## config.mk

```make
export PLATFORM = sky130hd
export DESIGN_NAME = score_keeper
export DESIGN_NICKNAME = d
export VERILOG_FILES = /design/src/rtl/score_keeper.sv
export SDC_FILE = /design/constraint.sdc
export NUM_CORES = 1
export LEC_CHECK = 0
export CAP_MARGIN = 20
export CORE_UTILIZATION = 50
export CTS_BUF_LIST = sky130_fd_sc_hd__clkbuf_4 sky130_fd_sc_hd__clkbuf_8 sky130_fd_sc_hd__clkbuf_16
export CTS_CLUSTER_SIZE = 14
export DETAILED_ROUTE_END_ITERATION = 7
export MAX_ROUTING_LAYER = met4
export PLACE_DENSITY = 0.75
export SYNTH_ARGS = -nofsm -noshare
export SYNTH_HDL_FRONTEND = slang
export SYNTH_SLANG_ARGS = --single-unit
```

## constraint.sdc

```tcl
create_clock -name clk -period 2.3 [get_ports clk]
set_clock_uncertainty 0.2 [all_clocks]
set_input_delay 0.69 -clock clk [delete_from_list [all_inputs] [get_ports clk]]
set_output_delay 0.69 -clock clk [all_outputs]
set_load 0.02 [all_outputs]
```

## src/rtl/score_keeper.sv

```systemverilog
// Goal counter and rally/serve/game-over sequencer for two players.
// Pip masks are latched on frame_tick so the overlay never tears mid-frame.
module score_keeper #(
  parameter int MAX_POINTS  = 5,
  parameter int HOLD_FRAMES = 60,
  parameter int HOLD_W      = 6
) (
  input  logic       clk,
  input  logic       rst,
  input  logic       frame_tick,
  input  logic       start,
  input  logic       goal_p1,
  input  logic       goal_p2,
  output logic [2:0] p1_score,
  output logic [2:0] p2_score,
  output logic [4:0] p1_pips,
  output logic [4:0] p2_pips,
  output logic       ball_freeze,
  output logic       ball_reset,
  output logic       game_over,
  output logic       winner
);

  typedef enum logic [1:0] {
    IDLE,
    PLAY,
    HOLD,
    OVER
  } state_t;

  localparam logic [2:0] MAX_S = 3'(MAX_POINTS);
  localparam logic [HOLD_W-1:0] HOLD_LAST = HOLD_W'(HOLD_FRAMES - 1);

  state_t            state;
  logic [HOLD_W-1:0] hold_cnt;
  logic              g1_prev;
  logic              g2_prev;
  logic              e1;
  logic              e2;
  logic [2:0]        p1_next;
  logic [2:0]        p2_next;

  assign e1 = goal_p1 & ~g1_prev;
  assign e2 = goal_p2 & ~g2_prev;
  assign p1_next = p1_score + 3'd1;
  assign p2_next = p2_score + 3'd1;

  function automatic logic [4:0] pips_of(input logic [2:0] s);
    logic [5:0] m;
    m = (6'd1 << s) - 6'd1;
    return m[4:0];
  endfunction

  always_ff @(posedge clk or posedge rst) begin
    if (rst) begin
      state       <= IDLE;
      hold_cnt    <= '0;
      g1_prev     <= 1'b0;
      g2_prev     <= 1'b0;
      p1_score    <= '0;
      p2_score    <= '0;
      p1_pips     <= '0;
      p2_pips     <= '0;
      ball_freeze <= 1'b1;
      ball_reset  <= 1'b0;
      game_over   <= 1'b0;
      winner      <= 1'b0;
    end else begin
      g1_prev    <= goal_p1;
      g2_prev    <= goal_p2;
      ball_reset <= 1'b0;
      // Masks sample the pre-update score register on this edge.
      if (frame_tick) begin
        p1_pips <= pips_of(p1_score);
        p2_pips <= pips_of(p2_score);
      end
      unique case (state)
        IDLE: begin
          if (start) begin
            state       <= PLAY;
            ball_reset  <= 1'b1;
            ball_freeze <= 1'b0;
          end
        end
        PLAY: begin
          if (e1 && e2) begin
            state       <= HOLD;
            hold_cnt    <= '0;
            ball_freeze <= 1'b1;
          end else if (e1) begin
            ball_freeze <= 1'b1;
            if (p1_score < MAX_S) p1_score <= p1_next;
            if (p1_next == MAX_S) begin
              state     <= OVER;
              game_over <= 1'b1;
              winner    <= 1'b0;
            end else begin
              state    <= HOLD;
              hold_cnt <= '0;
            end
          end else if (e2) begin
            ball_freeze <= 1'b1;
            if (p2_score < MAX_S) p2_score <= p2_next;
            if (p2_next == MAX_S) begin
              state     <= OVER;
              game_over <= 1'b1;
              winner    <= 1'b1;
            end else begin
              state    <= HOLD;
              hold_cnt <= '0;
            end
          end
        end
        HOLD: begin
          if (frame_tick) begin
            if (hold_cnt == HOLD_LAST) begin
              state       <= PLAY;
              hold_cnt    <= '0;
              ball_reset  <= 1'b1;
              ball_freeze <= 1'b0;
            end else begin
              hold_cnt <= hold_cnt + 1'b1;
            end
          end
        end
        OVER: begin
          if (start) begin
            state       <= PLAY;
            p1_score    <= '0;
            p2_score    <= '0;
            game_over   <= 1'b0;
            ball_reset  <= 1'b1;
            ball_freeze <= 1'b0;
          end
        end
        default: state <= IDLE;
      endcase
    end
  end

endmodule

```

# --- Yosys cells after proc, flatten, opt, wreduce, memory -nomap -nowiden ---
# Cells that the tools add are included.
word_totals:
  output_inout_bits: 20
  latchBits: 0
  mem_bits_rw: 0
  register_bits: 30
  memories: 0
  romBits: 0
  in_bits: 6
classes:
  bitwise: 5
  n_mux: 46
  order_cmp: 2
  reduce_logical: 13
  shifts: 2
  div: 0
  n_eq_ne: 23
  multipliers: 0
  n_addsub: 5
ops:
  columns: ["cell", "count"]
  rows:
  - ["6-bit 2-to-1 mux", 7]
  - ["3-bit 2-to-1 mux", 8]
  - ["1-bit 2-to-1 mux", 18]
  - ["2-bit != test, second input constant", 9]
  - ["5-bit AND reduction", 3]
  - ["2-bit 2-to-1 mux", 6]
  - ["4-bit != test, second input constant", 3]
  - ["3-bit case mux with 2 select lines", 2]
  - ["6-bit case mux with 2 select lines", 1]
  - ["6-bit AND reduction", 2]
  - ["1-bit by 3-bit << shifter with 5-bit output, first input constant", 2]
  - ["5-bit by 1-bit subtractor with 5-bit output, second input constant", 2]
  - ["3-bit != test, second input constant", 3]
  - ["2-bit nonzero test", 4]
  - ["3-bit by 1-bit adder with 3-bit output, second input constant", 2]
  - ["6-bit by 1-bit adder with 6-bit output, second input constant", 1]
  - ["3-bit == test, second input constant", 2]
  - ["6-bit == test, second input constant", 1]
  - ["3-bit < comparator, second input constant", 2]
  - ["2-bit case mux with 3 select lines", 1]
  - ["2-bit == test, second input constant", 2]
  - ["2-bit by 1-bit != test with 1-bit output, second input constant", 2]
  - ["1-bit case mux with 2 select lines", 2]
  - ["4-bit AND reduction", 1]
  - ["other kinds (7)", 10]

# --- Depth between registers and ports, before layout ---
logic_depth:
  word_depth: 7
  depth_mapped: 8
  ltp_nobuf: 8

# --- Least setup slack after synthesis ---
# OpenSTA, ideal clock, no wires.
synth_timing:
  path_kind: "register to register"
  startpoint: "register p2_score[0]"
  endpoint: "register hold_cnt[4]"
  path_stages_with_launch: 8
  setup_ps: 136
  n_path_buf: 0
  setup_slack_ps: 159
  arrival_time_ps: 1805
  synth_period_minus_slack_ps: 2141
  required_time_ps: 1964
  cell_sequence: "dfrtp_1 ha_1 ha_1 nor2b_1 nor2_1 o311a_1 mux2i_1 o21ai_0"
synth_between:
  elab_chain_cells: 4
synth_lines:
  columns: ["element", "line", "rtl"]
  rows:
  - ["start: declaration", "15", "output logic [2:0] p2_score,"]
  - ["start signal: assignment", "103", "if (p2_score < MAX_S) p2_score <= p2_next;"]
  - ["3-bit by 1-bit adder with 3-bit output", "46", "assign p2_next = p2_score + 3'd1;"]
  - ["3-bit == test", "104", "if (p2_next == MAX_S) begin"]
  - ["4-bit != test (no line)", null, null]
  - ["5-bit AND reduction (no line)", null, null]
  - ["end signal: assignment", "122", "hold_cnt <= hold_cnt + 1'b1;"]
  - ["end: declaration", "35", "logic [HOLD_W-1:0] hold_cnt;"]
# No other way between the ends.
# A chain may end at the register's enable or synchronous reset.

# --- Worst setup path after layout ---
layout_timing:
  startpoint: "input frame_tick"
  endpoint: "register state[0]"
layout_between:
  elab_chain_cells: 2
layout_lines:
  columns: ["element", "line", "rtl"]
  rows:
  - ["start: declaration", "10", "input logic frame_tick,"]
  - ["2-bit != test (no line)", null, null]
  - ["4-bit AND reduction (no line)", null, null]
  - ["end signal: assignment", "56", "state <= IDLE;"]
  - ["end signal: assignment", "80", "state <= PLAY;"]
  - ["end signal: assignment", "87", "state <= HOLD;"]
  - ["end: declaration", "34", "state_t state;"]
# No other way between the ends.

==> run summary <==
Final Hold Viols -> 0
top cell type's share of synthesized area -> 42.5%
initial drt markers -> 51
hold path depth -> 2
Post-synth top cells -> dfrtp_1 (29), o21ai_0 (20), ha_1 (18)
post-synthesis sequential element count -> 30
post-synthesis compound-gate area fraction -> 15.8%
worst rel slew slack -> 74.7%
WL final -> 3390 microns
count leader, synth -> dfrtp_1
run status -> complete, no violations
Sequential cell area -> 753 sq um
Max Slew Vio Count -> 0
first-pass GRT wire length -> 5860 microns
WL/cell -> 12.4 microns
R2R cell count -> 8
CTS Sinks -> 30
Worst Path Required -> 2.33 ns
Synth Cell Area -> 1710 sq um
vias in the first global route -> 1401
DRT antenna net count -> 0
Starting Density -> 54.2%
final setup vio count -> 0
Synth area leader -> dfrtp_1
Detailed Routing Iterations Pass 1 -> 4
CP Max Fanout -> 6
Post-synth ARST share -> 100%
ranking of synthesized cells by area -> dfrtp_1 (42%), ha_1 (13%), o21ai_0 (5.9%)
proportion of synthesized area in mux cells -> 2.49%
Yosys warnings -> 0
pin count of the biggest net entering global routing -> 31
CTS Buf Count -> 5
FF-to-FF setup slack -> 0.15 ns
# H-tree levels -> 2
Inserted Diodes -> 0
clock latency on the worst-skew pair -> 0.33 ns
final instance area -> 2210 sq um
CTS tree -> yes
Post-DP Area -> 2140 sq um
reg2reg start -> p2_score[0]
Synth Area in Adders -> 13.2%
fill count -> 263
Post-route DRC -> 0
Via density -> 5.19
Fin Hold WS -> 0.294 ns
pwr/cell area -> 1350 nW/um^2
Worst Tran Pin Value -> 0.375 ns
simple-gate share of the synthesized area -> 17.5%
Hold Buf Count CTS -> 0
ys flop type -> dfrtp_1
Row Count -> 20
Final nets -> 253
Layout area overhead -> 29.3%
Min-Delay Path Class -> register to register
Period Utilization, post-route -> 97.0%
Max Root-Sink Buffers -> 2
RSZ-0062 raised after global routing -> false
die height -> 60.4 microns
layout cells sized above 1 -> 13.9%
post-synthesis sequential area ratio -> 44.0%
CP Capture Type -> register
cells after synthesis -> 181
element type at the critical path start -> input pin
largest family of logic cells by synthesized area -> simple AND/OR/NAND/NOR gates
final core utilization -> 70.0%
Overflow after GRT -> 0
CTS root buffer -> clkbuf_4
Highest Clock Rate -> 448 MHz
Distinct cells, synth -> 32
die width -> 60.4 microns
GRT Overall Usage -> 22.5%
DPL Wire Length -> 2600 microns
Post-synth EDFFs -> 0
I/O pin count -> 26
total power -> 2.98 mW
Synth Area per Inst -> 9.44 sq um
Die Area -> 3650 sq um
Final min period -> 2.23 ns
XOR/XNOR Fraction of Synth Area -> 2.56%
initial antenna violation count -> 0
syn_nets -> 205
R2R Path End -> hold_cnt[1]
vias after detailed routing -> 1422
critical path class -> input pin to register
# port buffers -> 25
Clk pin slew, worst setup/hold paths -> 0.08 ns
hold path endpoint -> ball_freeze
Worst EP arrival -> 2.26 ns
Post-CTS Setup Inserts -> 0
post-cts sizing count -> 7
Multi-input gate area -> 881 sq um
RD Place Congestion -> 0.901
Lkg Pwr -> 1.02 nW
HP Start -> ball_freeze
Max Cap Viol -> 0
Worst VDD drop -> 0.700 mV
core outline area -> 3150 sq um
-- layer usage --
layer | GRT usage [%] | vias up | share of wire [%]
met2 | 35.2 | 39 | 45
met1 | 27.8 | 654 | 49
met5 | - | - | 0
li1 | - | 724 | -
met4 | 8.12 | 0 | 1.4
met3 | 6.61 | 5 | 5.2
-- sequential cells by signal, indices dropped and copies added, names as in the netlist --
| signal | cells |
|---|---|
| p1_pips | 5 |
| hold_cnt | 6 |
| winner | 1 |
| state | 2 |
| ball_reset | 1 |
| g1_prev | 1 |
| ball_freeze | 1 |
| p2_score | 3 |
| g2_prev | 1 |
| p2_pips | 5 |
| p1_score | 3 |
| game_over | 1 |
-- critical path, stage by stage --
cell             delay [ns]
clkdlybuf4s50_1        0.50
inv_2                  0.04
or3_1                  0.39
a221o_1                0.38
o31ai_1                0.26
-- final cells by class --
type	count	share of cell area (%)
well taps	44	2.49
flip-flops and latches	30	34.1
inverters	15	2.55
multi-input cells	133	39.9
clock buffers	8	3.57
repair buffers	44	17.4
-- per-stage QoR --
stage / setup WS, ns / TNS [ns] / instances
after global placement: -0.248 / -1.31 / 266
after global routing: 0.0101 / 0 / 274
final: 0.0686 / 0 / 274
after floorplan: 0.159 / 0 / 181
after detailed placement: -0.254 / -1.56 / 266
after CTS: 0.0704 / 0 / 274
-- logic make-up (layout without fill, tap and decap cells) --
logic type	after synthesis	in the layout
mux	4	4
compound gates	45	45
fa+ha+maj	18	18
buf+inv	18	67
xor+xnor	5	5
simple gates	61	61
flops	30	30
-- worst max-delay path by stage --
stage             endpoint         from  depth (start not counted)
2_1_floorplan  hold_cnt[4]  p2_score[0]                          7
3_3_place_gp      state[0]   frame_tick                          5
3_5_place_dp      state[0]   frame_tick                          5
4_1_cts             winner       winner                          1
5_1_grt          game_over  p1_score[0]                          8
6_report          state[0]   frame_tick                          5
-- power breakdown --
| part | leakage (nW) | total, mW | internal (mW) | switching [mW] |
|---|---|---|---|---|
| Clock | 0.0446 | 0.386 | 0.209 | 0.177 |
| Combinational | 0.611 | 1.74 | 0.810 | 0.925 |
| Sequential | 0.363 | 0.854 | 0.725 | 0.129 |
| Total | 1.02 | 2.98 | 1.74 | 1.23 |
-- cell usage in the layout, fill, tap and decap left out --
cell type        synthesis  routed
a211oi_1                 3       3
a21oi_1                  9       9
a221o_1                  1       1
a31oi_1                  5       5
and3_1                   2       2
buf_4                    0      19
clkbuf_4                 0       5
clkbuf_8                 0       3
clkdlybuf4s50_1          0      18
dfrtp_1                 29      28
dfrtp_2                  0       1
dfstp_2                  1       1
dlygate4sd2_1            0       7
ha_1                    18      18
inv_1                   14      14
inv_2                    1       1
mux2_2                   2       2
mux2i_1                  2       2
nand2_1                 16      16
nand2b_1                 7       7
nand3_1                  5       5
nand3b_1                 2       2
nand4b_1                 1       1
nor2_1                  15      15
nor2b_1                  5       5
nor3_1                   6       6
nor4bb_1                 1       1
o21a_1                   1       1
o21ai_0                 20      20
o2bb2a_1                 1       1
o2bb2ai_1                3       3
o311a_1                  1       1
o31ai_1                  1       1
or3_1                    1       1
xnor2_1                  5       5
Note: power is estimated with default switching activity, not from simulation.
